<file path="src/rtl/dmem_be.sv">
// Byte-enabled single-port data memory with self-clearing init, load extension
// and misalignment detection; one access per two cycles.
module dmem_be #(
    parameter int unsigned DEPTH  = 32,
    parameter int unsigned ADDR_W = 7
) (
    input  logic              clk,
    input  logic              rst_n,
    input  logic              req,
    input  logic              we,
    input  logic [1:0]        size,
    input  logic              sext,
    input  logic [ADDR_W-1:0] addr,
    input  logic [31:0]       wdata,
    output logic              ready,
    output logic              rvalid,
    output logic [31:0]       rdata,
    output logic              err
);

    localparam int unsigned IdxW = ADDR_W - 2;

    typedef enum logic [1:0] {
        StInit,
        StIdle,
        StResp
    } state_e;

    state_e            state_q, state_d;
    logic [IdxW-1:0]   cnt_q, cnt_d;
    logic              ready_q, ready_d;
    logic              rvalid_q, rvalid_d;
    logic              err_q, err_d;
    logic [31:0]       rdata_q, rdata_d;

    logic [31:0]       mem [DEPTH];

    logic [IdxW-1:0]   widx;
    logic [1:0]        lane;
    logic              accept;
    logic              misaligned;
    logic [31:0]       rword;
    logic [7:0]        byte_sel;
    logic [15:0]       half_sel;
    logic [31:0]       load_data;
    logic [31:0]       store_data;
    logic [3:0]        store_be;

    logic              mem_we;
    logic [IdxW-1:0]   mem_idx;
    logic [31:0]       mem_wdata;
    logic [3:0]        mem_be;

    assign widx   = addr[ADDR_W-1:2];
    assign lane   = addr[1:0];
    assign accept = (state_q == StIdle) && req;

    always_comb begin
        misaligned = 1'b0;
        unique case (size)
            2'b00:   misaligned = 1'b0;
            2'b01:   misaligned = lane[0];
            2'b10:   misaligned = |lane;
            default: misaligned = 1'b1;
        endcase
    end

    // Load path reads the pre-store word; the write below lands on the same edge.
    always_comb begin
        rword     = mem[widx];
        byte_sel  = rword[{lane, 3'b000} +: 8];
        half_sel  = lane[1] ? rword[31:16] : rword[15:0];
        load_data = rword;
        unique case (size)
            2'b00:   load_data = {{24{sext & byte_sel[7]}}, byte_sel};
            2'b01:   load_data = {{16{sext & half_sel[15]}}, half_sel};
            default: load_data = rword;
        endcase
    end

    always_comb begin
        store_be   = 4'b1111;
        store_data = wdata;
        unique case (size)
            2'b00: begin
                store_be   = 4'b0001 << lane;
                store_data = {4{wdata[7:0]}};
            end
            2'b01: begin
                store_be   = lane[1] ? 4'b1100 : 4'b0011;
                store_data = {2{wdata[15:0]}};
            end
            default: begin
                store_be   = 4'b1111;
                store_data = wdata;
            end
        endcase
    end

    // Write port is shared between the init sweep and aligned stores; no commit under reset.
    always_comb begin
        mem_we    = 1'b0;
        mem_idx   = widx;
        mem_wdata = store_data;
        mem_be    = store_be;
        if (state_q == StInit) begin
            mem_we    = 1'b1;
            mem_idx   = cnt_q;
            mem_wdata = '0;
            mem_be    = 4'b1111;
        end else if (accept && we && !misaligned) begin
            mem_we = 1'b1;
        end
        mem_we = mem_we & rst_n;
    end

    always_ff @(posedge clk) begin
        if (mem_we) begin
            for (int b = 0; b < 4; b++) begin
                if (mem_be[b]) begin
                    mem[mem_idx][8*b +: 8] <= mem_wdata[8*b +: 8];
                end
            end
        end
    end

    always_comb begin
        state_d  = state_q;
        cnt_d    = cnt_q;
        ready_d  = ready_q;
        rvalid_d = 1'b0;
        rdata_d  = rdata_q;
        err_d    = err_q;
        unique case (state_q)
            StInit: begin
                cnt_d = cnt_q + 1'b1;
                if (cnt_q == IdxW'(DEPTH - 1)) begin
                    state_d = StIdle;
                    ready_d = 1'b1;
                    cnt_d   = '0;
                end
            end
            StIdle: begin
                if (accept) begin
                    state_d  = StResp;
                    ready_d  = 1'b0;
                    rvalid_d = 1'b1;
                    err_d    = misaligned;
                    rdata_d  = (misaligned || we) ? 32'd0 : load_data;
                end
            end
            StResp: begin
                state_d = StIdle;
                ready_d = 1'b1;
            end
            default: begin
                state_d = StInit;
                cnt_d   = '0;
                ready_d = 1'b0;
            end
        endcase
    end

    always_ff @(posedge clk or negedge rst_n) begin
        if (!rst_n) begin
            state_q  <= StInit;
            cnt_q    <= '0;
            ready_q  <= 1'b0;
            rvalid_q <= 1'b0;
            rdata_q  <= '0;
            err_q    <= 1'b0;
        end else begin
            state_q  <= state_d;
            cnt_q    <= cnt_d;
            ready_q  <= ready_d;
            rvalid_q <= rvalid_d;
            rdata_q  <= rdata_d;
            err_q    <= err_d;
        end
    end

    assign ready  = ready_q;
    assign rvalid = rvalid_q;
    assign rdata  = rdata_q;
    assign err    = err_q;

endmodule

</file>
<file path="config.mk">
export PLATFORM = sky130hd
export DESIGN_NAME = dmem_be
export DESIGN_NICKNAME = d
export VERILOG_FILES = /design/src/rtl/dmem_be.sv
export SDC_FILE = /design/constraint.sdc
export NUM_CORES = 1
export LEC_CHECK = 0
export CAP_MARGIN = 0
export CORE_MARGIN = 5
export CORE_UTILIZATION = 25
export CTS_CLUSTER_DIAMETER = 80
export CTS_CLUSTER_SIZE = 25
export DETAILED_ROUTE_END_ITERATION = 16
export PLACE_DENSITY = 0.49
export SYNTH_ARGS = -nofsm -noshare
export SYNTH_HDL_FRONTEND = slang
export SYNTH_SLANG_ARGS = --single-unit
export TNS_END_PERCENT = 100
</file>
<file path="constraint.sdc">
create_clock -name clk -period 5.88 [get_ports clk]
set_input_delay 0.882 -clock clk [delete_from_list [all_inputs] [get_ports clk]]
set_output_delay 0.882 -clock clk [all_outputs]
set_load 0.01 [all_outputs]
</file>
Word-level counts from Yosys, hierarchy flattened
Memory sizes are Yosys's and may differ from the RTL's.
Cells that the tools add are included.
Storage, ports and cells
  memories kept: 1
  output and inout port bits: 35
  word-level logic and storage cells: 65
  bits in writable memories: 1024
  register bits: 42
  input bits: 46
Cells by class
  reductions and logical operators: 11
  equality and inequality tests: 7
  shift operators: 2
  mux-type cells: 34
  bitwise operators: 3
  add/subtract/negate cells: 1
Memory list
  mem: words 32, bits a word 32, read ports 1, clocked after Yosys merged registers in 0, wr ports 1, line 36  | logic [31:0] mem [DEPTH];
Operators by type and width (number)
  32-bit case mux with 2 select lines: 2
  32-bit two-way mux: 2
  32-bit by 6-bit indexed part select with 8-bit output: 1
  1-bit two-way mux: 18
  16-bit two-way mux: 1
  5-bit two-way mux: 2
  5-bit case mux with 2 select lines: 1
  4-bit two-way mux: 2
  4-bit case mux with 2 select lines: 1
  1-bit case mux with 3 select lines: 2
  2-bit case mux with 3 select lines: 1
  5-bit by 1-bit adder with 5-bit output, second input constant: 1
  5-bit == test, second input constant: 1
  2-bit by 1-bit == test with 1-bit output, second input constant: 2
  2-bit == test, second input constant: 2
  2-bit zero test: 2
  2-bit two-way mux: 2
  2-bit AND reduction: 2
  2-bit OR reduction: 2
  1-bit by 2-bit left shift with 4-bit output, first input constant: 1
  1-bit bitwise AND: 3
  1-bit logical AND: 3
  2-bit by 1-bit inequality test with 1-bit output, second input constant: 1
  2-bit inequality test, second input constant: 1
  2 further kinds: 2

Longest topological paths before layout
  depth after elaboration: 9
  depth in mapped cells: 12
  gate-level depth less buffers: 8

Worst setup path after synthesis
OpenSTA, ideal clock, no wires.
  kind: in2reg
  start: in addr[3]
  end: mem mem[11][0], enable pin
  setup time: 383 ps
  arrival: 3101 ps
  path buffers: 5
  required time: 5497 ps
  slack: 2396 ps
  cell stages on the path: 9
  cell sequence: buf_2 > buf_2 > buf_2 > clkbuf_1 > nand2_1 > nor2_1 > a31oi_1 > clkbuf_1 > nor3_1
Between the ends
  cells in the longest elaborated chain, start to end: 1
RTL lines
  from (decl): line 13  | input logic [ADDR_W-1:0] addr,
  5-bit two-way mux: line 106  | if (state_q == StInit) begin
  to (decl): line 36
Every way passes these cells.

Final worst setup path
  start: in addr[1]
  end: mem mem[8][22], enable pin
Between the ends
  cells in the longest elaborated chain, start to end: 9
  elaborated cells on any way between the ends: 14
  classes of those cells: shift: 1; mux: 9; bitwise: 1; reduce/logical: 3
RTL lines
  2-bit OR reduction: line 63  | 2'b10: misaligned = |lane;
  1-bit case mux with 3 select lines: line 60  | unique case (size)
  1-bit zero test: line 111  | end else if (accept && we && !misaligned) begin
  1-bit logical AND: line 111
  1-bit two-way mux: line 111
  1-bit two-way mux: line 106
  1-bit bitwise AND: line 114  | mem_we = mem_we & rst_n;
  1-bit two-way mux *: line 118  | if (mem_we) begin
  1-bit two-way mux (not written as such) *: line 121  | mem[mem_idx][8*b +: 8] <= mem_wdata[8*b +: 8];
Mark *: on every way between the ends. The rest lies on a longest branch, timed or not.

==> metrics <==
RR Endpoint mem[5][26]$_DFFE_PP_; Arr. time, crit path 4500 ps; vias in the first global route 21900; Final Max Slew Viols 0; setup ws final 1650 ps; Seq cells post-synth 1066; status finished, violations left; Slew HR 20.0%; reg2reg setup slack 1650 ps; Longest Clk Path Bufs 3; Clock Pin Slew Worst Setup and Hold Paths 100 ps; skew final 37.7 ps; share of cells above drive strength 1 24.2%; postcts setup bufs 0; Worst Path Required 6150 ps; worst min path class input port to asynchronous set/reset pin; Initial Utilization 25.1%; R2R cell count 6; final core utilization 28.4%; Mapped Area 0.0423 mm²; crit-path cells clkdlybuf4s50_1, clkinv_1, a21oi_1, nor2_1, a21oi_1, nor2b_1, nand2_2, nor3_1; CP max stage cell nor3_1; Skew-Pair Late Insertion Delay 670 ps; top-count cell post-synth edfxtp_1; gpl congestion 0.882; I/O pin cnt 81; Finish-stage setup viols 0; worst r2r src state_q[1]$_DFFE_PN0P_; Port Buf Inserts 80; DRC errors left 2; ys async rst share 3.94%; Setup WS pre-CTS 965 ps; Critical Path Sink Type flop; max-cap violations 0; most used cell, CP a21oi_1; GRT Util Overall 13.5%; GRT overflow 0; largest stage delay on the critical path 1090 ps; Buf/Inv on CP 2; Inserted Clock Buffers 49; unrepaired setup endpoints after global routing no; crit-path leading delay family simple AND/OR/NAND/NOR gates; num rows 151; DP Cell Count 4322; Tmin final 4230 ps; Finished Layout Cells 4418; PwrDens 346 mW/mm²; first-pass GRT wire length 173 mm; Worst VDD drop 0.205 mV; vias 21300; violated checks DRC; Pre-antenna DRT Iters 14; Post-synth EDFFs 1024; leading area contributor after synthesis edfxtp_1; TNS Setup 0 ps; highest clock rate 236 MHz; Syn. warnings 0; top-area cell type share of the netlist area 72.7%; Mapped Cells 2051; PostCTS Resize Cnt 0; post-DR vias/cell 4.81; Clock Sinks 1066; Tcrit/Tclk final 72.0%; syn avg cell area 20.6 µm²; Avg WL per Cell 28.0 µm; synth unique cells 54; TritonCTS clock tree built; die height 421 µm; CP Launch Type input port; Seq/Total Area, Yosys 75.1%; antenna violations before repair 6; Placeable Area 0.169 mm²; dominant cells by area after synthesis edfxtp_1 (73%), mux4_2 (15%), dfrtp_1 (2.5%); Max FO, Critical Path 32; critical path type input port to flop; NumNets Final 2208; drt total wl 124 mm; Hold Vio Cnt, Final 0; Hold Buf Count CTS 0; Worst Setup EP mem[8][22]$_DFFE_PP_; H-tree Lvls 2; Area Overhead vs Synth 13.2%; Main synth FF type edfxtp_1; post-detail-place hpwl 82.4 mm; filler cell count 16500; top cells by count, synth edfxtp_1 (1024), mux4_2 (291), nor3_1 (117); syn_nets 2104; Horiz. Die Dim 421 µm; Fin Hold WS 437 ps; Least-Margin Pin Slew 1200 ps; largest net degree at the start of global routing 74; leak pwr 14.6 nW; Detail Route Antenna Nets 0; number of DRC markers in iteration 0 2049; root buf cell clkbuf_16; crit path from addr[1]; Die ar. 0.178 mm²; Crit path depth 8
sequential cells by signal, indices dropped and copies added, names as in the netlist:
register  count
cnt_q         5
err           1
mem        1024
rdata        32
ready         1
rvalid        1
state_q       2
kinds of logic (layout without fill, tap and decap cells):
family	count (synthesis)	in the layout	synth area share, %
buffers and inverters	147	292	1.50
DFF	1066	1066	75.1
and+or+nand+nor	320	320	3.58
muxes	355	355	17.0
adders and majority gates	7	7	0.207
AOI/OAI and AO/OA	156	156	2.52
other	0	4	0
power breakdown:
| group | internal [W] | switching [W] |
|---|---|---|
| clock | 0.00170 | 0.00232 |
| combinational | 0.000796 | 0.00235 |
| sequential | 0.00921 | 0.000183 |
worst min-delay path by stage:
stage	to	slack, ps	depth (start not counted)
floorplan	cnt_q[3]$_DFFE_PN0N_	460	1
global placement	rdata[16]$_DFFE_PN0P_	530	2
detailed placement	rdata[20]$_DFFE_PN0P_	540	2
CTS	rdata[19]$_DFFE_PN0P_	430	2
global route	rdata[19]$_DFFE_PN0P_	440	2
finish	rdata[21]$_DFFE_PN0P_	440	2
through the flow:
step	total power (W)	area [µm²]
final	0.0166	47900
after global routing	0.0171	47900
after CTS	0.0167	47900
after detailed placement	0.0128	46400
after global placement	0.0128	46400
after floorplan	0.0109	42300
layout make-up:
| cell class | count | area (µm²) | share of cell area, % |
|---|---|---|---|
| Clock inverter | 6 | 76.3 | 0.159 |
| Multi-Input combinational cell | 838 | 10100 | 21.1 |
| Tap cell | 2218 | 2780 | 5.79 |
| Inverter | 12 | 46.3 | 0.0966 |
| Timing Repair Buffer | 188 | 1670 | 3.49 |
| Clock buffer | 86 | 1410 | 2.94 |
| Sequential cell | 1066 | 31800 | 66.4 |
| Antenna cell | 4 | 10.0 | 0.0209 |
layout by cell type, fill, tap and decap left out, types with 24 or more instances in the layout:
cell type / instances
nor3_1: 117
a21oi_1: 30
nand2_1: 55
nand3_1: 24
mux2i_1: 48
buf_4: 102
nor2_1: 56
mux4_2: 291
edfxtp_1: 1024
clkdlybuf4s50_1: 73
clkbuf_1: 35
dfrtp_1: 42
clkbuf_16: 51
layer usage:
metal	up-vias	track usage, %	routed length, µm
met2	864	24.5	65400
met1	11500	16.2	46200
li1	8748	-	-
met3	166	1.38	6280
met4	2	6.10	5840
met5	-	0	13
Note: power is estimated with default switching activity, not from simulation.
